**config.mk**
```make
export PLATFORM = sky130hd
export DESIGN_NAME = uart_frame_scheduler
export DESIGN_NICKNAME = d
export VERILOG_FILES = /design/src/rtl/uart_frame_pkg.sv /design/src/rtl/rr_arbiter.sv /design/src/rtl/uart_frame_scheduler.sv
export SDC_FILE = /design/constraint.sdc
export NUM_CORES = 1
export LEC_CHECK = 0
export ABC_AREA = 1
export CAP_MARGIN = 0
export CORE_MARGIN = 2
export CORE_UTILIZATION = 30
export DETAILED_ROUTE_END_ITERATION = 7
export PLACE_DENSITY = 0.54
export SKIP_LAST_GASP = 1
export SYNTH_ARGS = -nofsm -noshare
export SYNTH_HDL_FRONTEND = slang
export SYNTH_HIERARCHICAL = 1
export SYNTH_SLANG_ARGS = --single-unit
```
**constraint.sdc**
```tcl
create_clock -name clk -period 4 [get_ports clk]
set_input_delay 1 -clock clk [delete_from_list [all_inputs] [get_ports clk]]
set_output_delay 1 -clock clk [all_outputs]
set_load 0.05 [all_outputs]
```
**src/rtl/uart_frame_pkg.sv**
```systemverilog
// Shared constants for the UART frame scheduler: default SOF byte, FSM and phase encodings.
// Also holds a small helper for cyclic index advance.
package uart_frame_pkg;

    localparam logic [7:0] SOF_BYTE = 8'h7E;

    localparam logic [2:0] ST_IDLE    = 3'd0;
    localparam logic [2:0] ST_LAUNCH  = 3'd1;
    localparam logic [2:0] ST_WAIT_HI = 3'd2;
    localparam logic [2:0] ST_WAIT_LO = 3'd3;
    localparam logic [2:0] ST_FETCH   = 3'd4;

    localparam logic [1:0] PH_SOF  = 2'd0;
    localparam logic [1:0] PH_ID   = 2'd1;
    localparam logic [1:0] PH_PAY  = 2'd2;
    localparam logic [1:0] PH_CSUM = 2'd3;

    // Next index after idx, wrapping to 0 once it reaches n.
    function automatic logic [2:0] wrap_inc(input logic [2:0] idx, input int n);
        logic [3:0] nxt;
        nxt = {1'b0, idx} + 4'd1;
        return (nxt >= 4'(n)) ? 3'd0 : nxt[2:0];
    endfunction

endpackage

```
**src/rtl/rr_arbiter.sv**
```systemverilog
// Combinational round-robin pick: first asserted request at or after ptr, searching cyclically.
module rr_arbiter #(
    parameter int NUM_REQ = 4
) (
    input  logic [NUM_REQ-1:0] req,
    input  logic [2:0]         ptr,
    output logic [NUM_REQ-1:0] grant,
    output logic [2:0]         grant_idx
);

    logic [7:0] req_ext;
    logic [7:0] grant_ext;
    logic [3:0] cand;
    logic       found;

    assign req_ext = 8'(req);
    assign grant   = grant_ext[NUM_REQ-1:0];

    always_comb begin
        grant_ext = '0;
        grant_idx = '0;
        cand      = '0;
        found     = 1'b0;
        for (int i = 0; i < NUM_REQ; i++) begin
            cand = {1'b0, ptr} + 4'(i);
            if (cand >= 4'(NUM_REQ)) begin
                cand = cand - 4'(NUM_REQ);
            end
            if (!found && req_ext[cand[2:0]]) begin
                found     = 1'b1;
                grant_idx = cand[2:0];
            end
        end
        grant_ext[grant_idx] = found;
    end

endmodule

```
**src/rtl/uart_frame_scheduler.sv**
```systemverilog
// Shares one uart_tx between NUM_REQ sources; each grant emits SOF, channel ID, payload, XOR checksum.
module uart_frame_scheduler #(
    parameter int         NUM_REQ  = 4,
    parameter int         MAX_LEN  = 64,
    parameter logic [7:0] SOF_BYTE = uart_frame_pkg::SOF_BYTE
) (
    input  logic                   clk,
    input  logic                   rst_n,
    input  logic [NUM_REQ-1:0]     req_valid,
    input  logic [8*NUM_REQ-1:0]   req_data,
    input  logic [NUM_REQ-1:0]     req_last,
    output logic [NUM_REQ-1:0]     req_ready,
    output logic                   tx_start,
    output logic [7:0]             tx_data,
    input  logic                   tx_busy,
    output logic [2:0]             grant_id,
    output logic                   frame_active,
    output logic                   frame_done,
    output logic                   len_overflow
);
    import uart_frame_pkg::*;

    localparam int            CW      = $clog2(MAX_LEN + 1);
    localparam logic [CW-1:0] MAX_CNT = CW'(MAX_LEN);

    logic [2:0]         state;
    logic [1:0]         phase;
    logic [2:0]         rr_ptr;
    logic [7:0]         csum;
    logic [CW-1:0]      count;
    logic               last_seen;

    logic [NUM_REQ-1:0] arb_grant;
    logic [2:0]         arb_idx;
    logic [7:0]         valid_ext;
    logic [7:0]         last_ext;
    logic [63:0]        data_ext;
    logic [7:0]         grant_mask;
    logic [7:0]         fetch_byte;
    logic               fetch_ok;

    rr_arbiter #(.NUM_REQ(NUM_REQ)) u_arb (
        .req       (req_valid),
        .ptr       (rr_ptr),
        .grant     (arb_grant),
        .grant_idx (arb_idx)
    );

    // Widen the request buses so grant_id can index them for any NUM_REQ up to 8.
    assign valid_ext  = 8'(req_valid);
    assign last_ext   = 8'(req_last);
    assign data_ext   = 64'(req_data);
    assign grant_mask = 8'd1 << grant_id;
    assign fetch_byte = data_ext[{grant_id, 3'b000} +: 8];
    assign fetch_ok   = (state == ST_FETCH) && valid_ext[grant_id];
    assign req_ready  = fetch_ok ? grant_mask[NUM_REQ-1:0] : '0;
    assign tx_start   = (state == ST_LAUNCH) && !tx_busy;

    always_ff @(posedge clk) begin
        if (!rst_n) begin
            state        <= ST_IDLE;
            phase        <= PH_SOF;
            rr_ptr       <= '0;
            csum         <= '0;
            count        <= '0;
            last_seen    <= 1'b0;
            tx_data      <= '0;
            grant_id     <= '0;
            frame_active <= 1'b0;
            frame_done   <= 1'b0;
            len_overflow <= 1'b0;
        end else begin
            frame_done   <= 1'b0;
            len_overflow <= 1'b0;
            case (state)
                ST_IDLE: begin
                    count     <= '0;
                    last_seen <= 1'b0;
                    if (|arb_grant) begin
                        grant_id     <= arb_idx;
                        tx_data      <= SOF_BYTE;
                        phase        <= PH_SOF;
                        frame_active <= 1'b1;
                        state        <= ST_LAUNCH;
                    end
                end
                ST_LAUNCH: begin
                    if (!tx_busy) begin
                        state <= ST_WAIT_HI;
                    end
                end
                ST_WAIT_HI: begin
                    if (tx_busy) begin
                        state <= ST_WAIT_LO;
                    end
                end
                ST_WAIT_LO: begin
                    if (!tx_busy) begin
                        case (phase)
                            PH_SOF: begin
                                tx_data <= {5'b0, grant_id};
                                csum    <= {5'b0, grant_id};
                                phase   <= PH_ID;
                                state   <= ST_LAUNCH;
                            end
                            PH_ID: begin
                                state <= ST_FETCH;
                            end
                            PH_PAY: begin
                                // Hitting MAX_LEN without a last flag closes the frame early.
                                if (last_seen || count == MAX_CNT) begin
                                    tx_data      <= csum;
                                    phase        <= PH_CSUM;
                                    len_overflow <= !last_seen;
                                    state        <= ST_LAUNCH;
                                end else begin
                                    state <= ST_FETCH;
                                end
                            end
                            default: begin
                                frame_done   <= 1'b1;
                                frame_active <= 1'b0;
                                rr_ptr       <= wrap_inc(grant_id, NUM_REQ);
                                state        <= ST_IDLE;
                            end
                        endcase
                    end
                end
                ST_FETCH: begin
                    if (fetch_ok) begin
                        tx_data   <= fetch_byte;
                        csum      <= csum ^ fetch_byte;
                        count     <= count + CW'(1);
                        last_seen <= last_ext[grant_id];
                        phase     <= PH_PAY;
                        state     <= ST_LAUNCH;
                    end
                end
                default: begin
                    state <= ST_IDLE;
                end
            endcase
        end
    end

endmodule

```
==> results of run 1 <==
## flip-flops by register name (all words and copies together), names as in the netlist
signal / flops
csum: 8
last_seen: 1
grant_id: 3
len_overflow: 1
rr_ptr: 3
frame_active: 1
count: 7
phase: 2
frame_done: 1
state: 3
tx_data: 8
## cell families (layout without fill, tap and decap cells)
group | Yosys count | after routing
simple gates | 318 | 318
other cells | 1 | 1
fa+ha+maj | 9 | 9
compound gates | 49 | 49
xor+xnor | 3 | 3
flops | 38 | 38
buf+inv | 74 | 133
## layer usage
metal	routed length (microns)	up-vias
li1	-	1669
met1	3658	1404
met4	87	0
met5	0	-
met2	3631	72
met3	454	9
## path summary, 6_finish.rpt
| check | to | slack [ps] | start |
|---|---|---|---|
| hold reg to reg | csum[5] | 460 | csum[5] |
| setup reg to reg | state[2] | 1040 | rr_ptr[0] |
| setup / recovery | tx_start | 600 | tx_busy |
| hold / removal | csum[5] | 460 | csum[5] |
## worst max-delay path: cells and delay by family
kind	cells	cell delay, ps
and+or+nand+nor	1	130
buffers and inverters	2	1270
## final cells by class
type / instances / area share
Clock inverter: 2 / 0.01523
Timing Repair Buffer: 64 / 0.1707
Clock buffer: 6 / 0.02094
Tap cell: 133 / 0.04220
Multi-Input combinational cell: 380 / 0.4981
Inverter: 61 / 0.05996
Sequential cell: 38 / 0.1929
## placed cells by master, fill, tap and decap left out, types with 10 or more instances in the layout
cell type                         instances
sky130_fd_sc_hd__a21oi_1                 25
sky130_fd_sc_hd__nor2_1                  82
sky130_fd_sc_hd__clkdlybuf4s50_1         57
sky130_fd_sc_hd__nand2_1                130
sky130_fd_sc_hd__o21ai_0                 16
sky130_fd_sc_hd__dfxtp_1                 38
sky130_fd_sc_hd__inv_2                   10
sky130_fd_sc_hd__nand2_2                 11
sky130_fd_sc_hd__nand3_1                 52
sky130_fd_sc_hd__inv_1                   50
## power groups by stage
stage / logic, uW / registers [uW] / clock network [uW]
after floorplan: 945 / 754 / 0
after global placement: 1500 / 593 / 0
after detailed placement: 1510 / 596 / 0
after CTS: 1520 / 587 / 419
after global routing: 1710 / 604 / 436
final: 1500 / 585 / 410
## stage by stage
stage / total power, uW / area [sq um] / std cells
2_1_floorplan: 1699 / 3035 / 492
3_5_place_dp: 2105 / 3801 / 676
4_1_cts: 2521 / 3944 / 684
5_1_grt: 2749 / 3944 / 684
3_3_place_gp: 2089 / 3801 / 676
6_report: 2493 / 3944 / 684
==> summary by stage, run 1 <==
Cells and area
The layout has 1099 filler cells. The sequential cell area in the final layout is 760.7 sq um. The multi-input gate area in the final layout is 0.001964 sq mm.

The final net count is 602. The repair_antennas step left the layout with diodes totalling 0. The proportion of layout cells with a drive suffix above 1 is 0.1289. The growth of design area from synthesis to finish is 29.93%. At the end of the flow the core is filled with cells to 0.4016.

Yosys
The share of the Yosys chip area taken by registers is 0.2506. In the post-synthesis netlist, the biggest area contributors are sky130_fd_sc_hd__dfxtp_1 (25%), sky130_fd_sc_hd__nand2_1 (16%), sky130_fd_sc_hd__nor2_1 (10%). Counting distinct cell types in the post-synthesis netlist gives 36.

By area, the combinational part of the netlist is dominated by simple AND/OR/NAND/NOR gates. The post-synthesis cell count is 492. The post-synthesis simple-gate area fraction is 0.5111. The leading cell type by number of instances after synthesis is sky130_fd_sc_hd__nand2_1. Of the total synthesized cell area, the portion taken by full adders, half adders and majority gates is 0.03710.

The summed instance area of the synthesized netlist is 0.003035 sq mm. Measured against the total synthesized area, the mux share comes to 0. The share of synthesized area in the top cell type comes to 0.2506.

In this run, synthesis produced a sequential element count of 38. The primary flip-flop cell chosen by synthesis mapping is sky130_fd_sc_hd__dfxtp_1. The parity-gate share of the synthesized area counting xor and xnor cells is 0.008656. The post-synthesis compound-gate area fraction came to 0.08904.

After synthesis, the share of flip-flops with an asynchronous set or reset is 0. Dividing the synthesized area by the synthesized cell count gives 6.170 sq um. The synthesis warning total is 6. Sorting the synthesized cells by how often they occur yields sky130_fd_sc_hd__nand2_1 (130), sky130_fd_sc_hd__nor2_1 (82), sky130_fd_sc_hd__nand3_1 (52), sky130_fd_sc_hd__inv_1 (50), sky130_fd_sc_hd__dfxtp_1 (38). The number of enable flip-flop cells after synthesis is 0. Synthesis produced a netlist with a net count of 544. The most area-hungry cell type in the Yosys netlist is sky130_fd_sc_hd__dfxtp_1.

Timing
The final setup TNS is 0 ps. Setup repair after global routing left no endpoint under its margin. The smallest clock period supported by the final layout is computed as 3396 ps. Of the available clock period, the critical path in the final layout requires 0.8491.

The final number of max-transition violations is 0. The number of failing hold endpoints at the final stage came to 0. The max-slew headroom at the worst pin is 0.5609. Setup slack closes at 603.7 ps. The achievable clock frequency is 294.4 MHz. Setup violations remaining at the end of the flow were counted as 0. For the final database, setup skew stands at 9.586 ps.

On the final layout, the worst hold slack is 464.1 ps. The transition at the pin with the smallest max-transition slack is 653.6 ps.

Clock network
The buffers inserted during post-CTS setup optimization is 0. The CTS H-tree depth is 2. The count of hold-fix buffers inserted at cts is 0.

Clock-pin slew was measured on the worst setup and hold paths at 80 ps. The tree is rooted in a sky130_fd_sc_hd__clkbuf_8. The clock reaches the later pin of the worst-skew pair after 290 ps. The number of gates resized after CTS was 0. Clock tree synthesis inserted a total of 5 buffers. The tree built by TritonCTS fans out to 38 sinks. The CTS tree is built. Counting along the longest clock path gives a buffer depth of 2.

Run
The count of max-cap constraint violations is 0.

GRT
The routing usage on met2 is 0.2661. The overflow left after global routing is 0. The initial antenna violation count is 0. The global-route wire length before repair is 14.09 mm. For met1 alone, demand over resource in global routing was 0.1951. The via count of the first global-routing pass is 3141.

The global routing usage on met3 is 0.03556. For this run, the total global-route usage over all layers was measured as 0.1539. Entering global routing, the biggest net connects 26 pins. The most congested layer reported by global routing is met2.

Die
The die covers 0.01094 sq mm. The height of the chip is 104.6 microns. The starting density of the core is 0.3091.

The standard-cell row count is 36. 62 I/O pins were placed. The area of the core is 0.009819 sq mm.

The die is 104.6 microns wide.

Place
The worst slack at placement is 593.1 ps. The wire-length estimate of the detail-placed layout is 6.197 mm. The number of I/O port buffers is 61. The congestion estimate from routability-driven global placement came to 0.8177.

Drt
The detailed router placed 3154 vias in this run. The detailed router's first-iteration violation count is 117. The average wire per standard cell is 11.45 microns.

The DRC violation count after routing is 0. The total length of routed wires is 7.832 mm. After detailed routing, the number of vias per cell comes to 4.611.

The number of detailed-route iterations in the first pass is 5. Once detail routing completed, the nets flagged for antenna violations numbered 0.

Status
The run finished with clean final reports.

Min path
Along the worst hold path, the cell count comes to 2. The type of the worst min-delay path is flop to flop.

Setup path
The worst-path maximum fanout is 4. The path type of the worst setup path is input port to output port. The worst path required time is 3000 ps. The critical-path cell with the highest stage delay is sky130_fd_sc_hd__clkdlybuf4s50_1.

In this design, the stage delay of the slowest critical-path cell is 800 ps. The number of cells on the worst reg-to-reg path is 18. Among the stages of the critical path, the cell type that occurs most often is sky130_fd_sc_hd__clkdlybuf4s50_1.

The element type at the critical path start is an input port. Data on the critical path arrives at its endpoint at 2400 ps. Walking the worst path, the cells encountered are clkdlybuf4s50_1 -> nor2_1 -> clkdlybuf4s50_1.

The critical path capture point type is an output port.

Power
For this design the ratio of total power to cell area is 632.1 mW/mm^2. Of the total power, the share spent switching nets is 0.5056. The switching power of the nets is 1261 uW. The share of total power dissipated in the clock network is 0.164. The leakage dissipation is 0.001766 uW. The internal power consumption is 1232 uW.

Of the total power, combinational logic draws 0.601. The relative contribution of sequential cells to total power is 0.235. The worst vdd rail ir drop is 0.0003187 V.
Note: power is estimated with default switching activity, not from simulation.
==> run 2, diff against run 1 <==
Clock period 4 ns to 3.2 ns, I/O delays scaled along.
==> run 2 against run 1 <==
Clock power about the same. Clock skew down 2.8 ps. Largest cell class unchanged. Critical path type unchanged. Register-to-register slack worse by 570 ps.
==> summary by stage, run 2 (same netlist as run 1, synthesis figures left out) <==
Clock network
For the worst-skew pair, the clock arrives at the later sink with an insertion delay of 290 ps. The buffers inserted during post-CTS setup optimization is 0. The CTS tree is built. The number of gates resized after CTS was 0. The clock sink count is 38. In this run the deepest clock path goes through 2 buffers.

The clock input transition at the sequential cells of the worst setup and hold paths is 80 ps. The H-tree generated during clock tree synthesis spans 2 levels. Buffers inserted during clock tree synthesis total 5.

The count of hold-fix buffers inserted at cts is 0. The buffer cell driving the clock tree root is sky130_fd_sc_hd__clkbuf_8.

Setup path
The cell family contributing the most delay on the critical path is buffers and inverters. The worst path required time is 2400 ps. The data arrival time of the critical path is 2190 ps. The critical-path cell with the highest stage delay is sky130_fd_sc_hd__clkdlybuf4s50_1.

The worst setup path is launched from an input port. The count of buffer and inverter cells on the critical path is 2. The path type of the worst setup path is input port to output port.

The critical path goes through clkdlybuf4s50_1 -> nand2_1 -> nand3_1 -> nand3_4 -> nor2_1 -> buf_12. The largest single stage delay on the critical path is 560 ps. The critical path capture point type is an output port. The worst-path maximum fanout is 6.

Die
In this run the vertical extent of the chip is 104.6 microns. The die area is 0.01094 sq mm. The initial utilization of the core area, before any placement, comes to 0.3091. The standard-cell row count is 36. In this run the count of I/O pins placed on the die edge is 62. In this run the horizontal extent of the chip is 104.6 microns. The region available for standard cell placement spans 0.009819 sq mm.

Cells and area
The most frequent standard cell in the layout excluding fill and tap cells is sky130_fd_sc_hd__nand2_1. The largest registers in the layout are csum: 8 flops, tx_data: 8 flops, count: 7 flops. Once layout is done, the placed cells without fillers occupy 0.003928 sq mm.

The antenna cell count is 0. For this run, the post-layout net count is 603. Of the cells placed in the final design, the portion with a size suffix greater than 1 is 0.1322.

Excluding fillers, the count of instances in the completed layout stands at 685. Compared with the post-synthesis result, the final layout area differs by 29.39%. In the layout the commonest cells are sky130_fd_sc_hd__nand2_1 (130), sky130_fd_sc_hd__nor2_1 (82), sky130_fd_sc_hd__clkdlybuf4s50_1 (56).

Place
The cell area after placement is 0.003819 sq mm. The count of buffers added on input and output ports is 61. The total instance count after detailed placement is 677. The placed wire-length estimate after detailed placement is 6.137 mm.

The final RePlAce weighted congestion is 0.8855. The worst slack at placement is 125.8 ps.

GRT
The first global-routing pass estimated 14.17 mm of wire. The via count of the first global-routing pass is 3138. Across every metal layer, demand over resource in global routing totals 0.1533. The total overflow left after global routing is 0.

Entering global routing, the biggest net connects 26 pins. The initial antenna violation count was 0.

Drt
The via count normalized by instance count is 4.547. The remaining antenna violation count is 0. The detailed router's first-iteration violation count is 127. After detailed routing, the average wire length per cell comes to 11.29 microns. The total length of routed wires is 7.737 mm. Before antenna repair, the detailed router went through 4 iterations. The final route contains 3115 vias. The DRC violation count after routing is 0.

Power
The switching power of the nets is 1568 uW. The fraction of power spent switching nets is 0.5204. The leakage dissipation is 0.001762 uW. The clock network fraction of total power is 0.135. The power density of the placed cells is 767.3 mW/mm^2. The share of total power dissipated in combinational logic is 0.615. The internal power consumption is 1445 uW. VDD sags by at most 0.0003362 V. The relative contribution of sequential cells to total power is 0.250.

Timing
The number of failing hold endpoints at the final stage came to 0. After layout, the worst setup slack is 210.7 ps. The routed design could run at a clock period as short as 2989 ps.

Setup repair after global routing left no endpoint under its margin. The transition at the pin with the smallest max-transition slack is 624.3 ps. The worst setup skew after layout is 6.757 ps. The achievable clock frequency is 334.5 MHz. Dividing the final minimum period by the clock period gives 0.9342. The final setup TNS is 0 ps. The max-slew headroom at the worst pin is 0.5806. Setup violations remaining at the end of the flow were counted as 0. The final number of max-transition violations is 0.

Run
The count of max-cap constraint violations is 0.

Status
The run finished with clean final reports.

Min path
The path class of the tightest hold or removal check is flop to flop.
## run 2: worst min-delay path, stage by stage (launching register included)
cell                      delay (ps)
sky130_fd_sc_hd__dfxtp_1         320
sky130_fd_sc_hd__nand2_1          60
sky130_fd_sc_hd__a21oi_1          50
## run 2: path summary, 6_finish.rpt
check,startpoint,endpoint,slack (ps),cells past startpoint
max,req_valid[3],req_ready[3],210,6
min,csum[7],csum[7],470,2
max reg2reg,rr_ptr[1],state[2],470,18
min reg2reg,csum[7],csum[7],470,2
## run 2: layout make-up
type	instances	area (sq um)
multi-input cells	380	1964
clock inverters	3	40.04
repair buffers	65	690.7
flip-flops and latches	38	760.7
inverters	61	236.5
clock buffers	5	68.82
fillers	1085	5892
well taps	133	166.4
## run 2: per-stage QoR
stage / hold slack, ps / total power [uW] / utilization
CTS: 464.8 / 3055 / 0.4000
floorplan: 439.2 / 2124 / -
detailed placement: 452.2 / 2636 / 0.3889
global placement: 448.2 / 2619 / 0.3889
global route: 489.4 / 3348 / 0.4000
finish: 465.8 / 3014 / 0.4000
## run 2: per-layer routing
metal	track usage	wire, microns	up-vias
met2	0.2670	3639	60
met3	0.02870	389	5
met5	0	0	-
li1	-	-	1668
met4	0.02571	44	0
met1	0.1996	3663	1382
## run 2: power groups by stage
stage / combinational, uW / sequential [uW] / clock (uW)
after floorplan: 1180 / 943 / 0
after global placement: 1850 / 769 / 0
after detailed placement: 1870 / 769 / 0
after CTS: 1870 / 759 / 423
after global routing: 2130 / 782 / 441
final: 1850 / 755 / 407
==> run 3, diff against run 2 <==
Settings changed: TNS_END_PERCENT from default to 10.
==> results of run 3 <==
The final DEF is identical to that of run 2; final timing and power are the same.
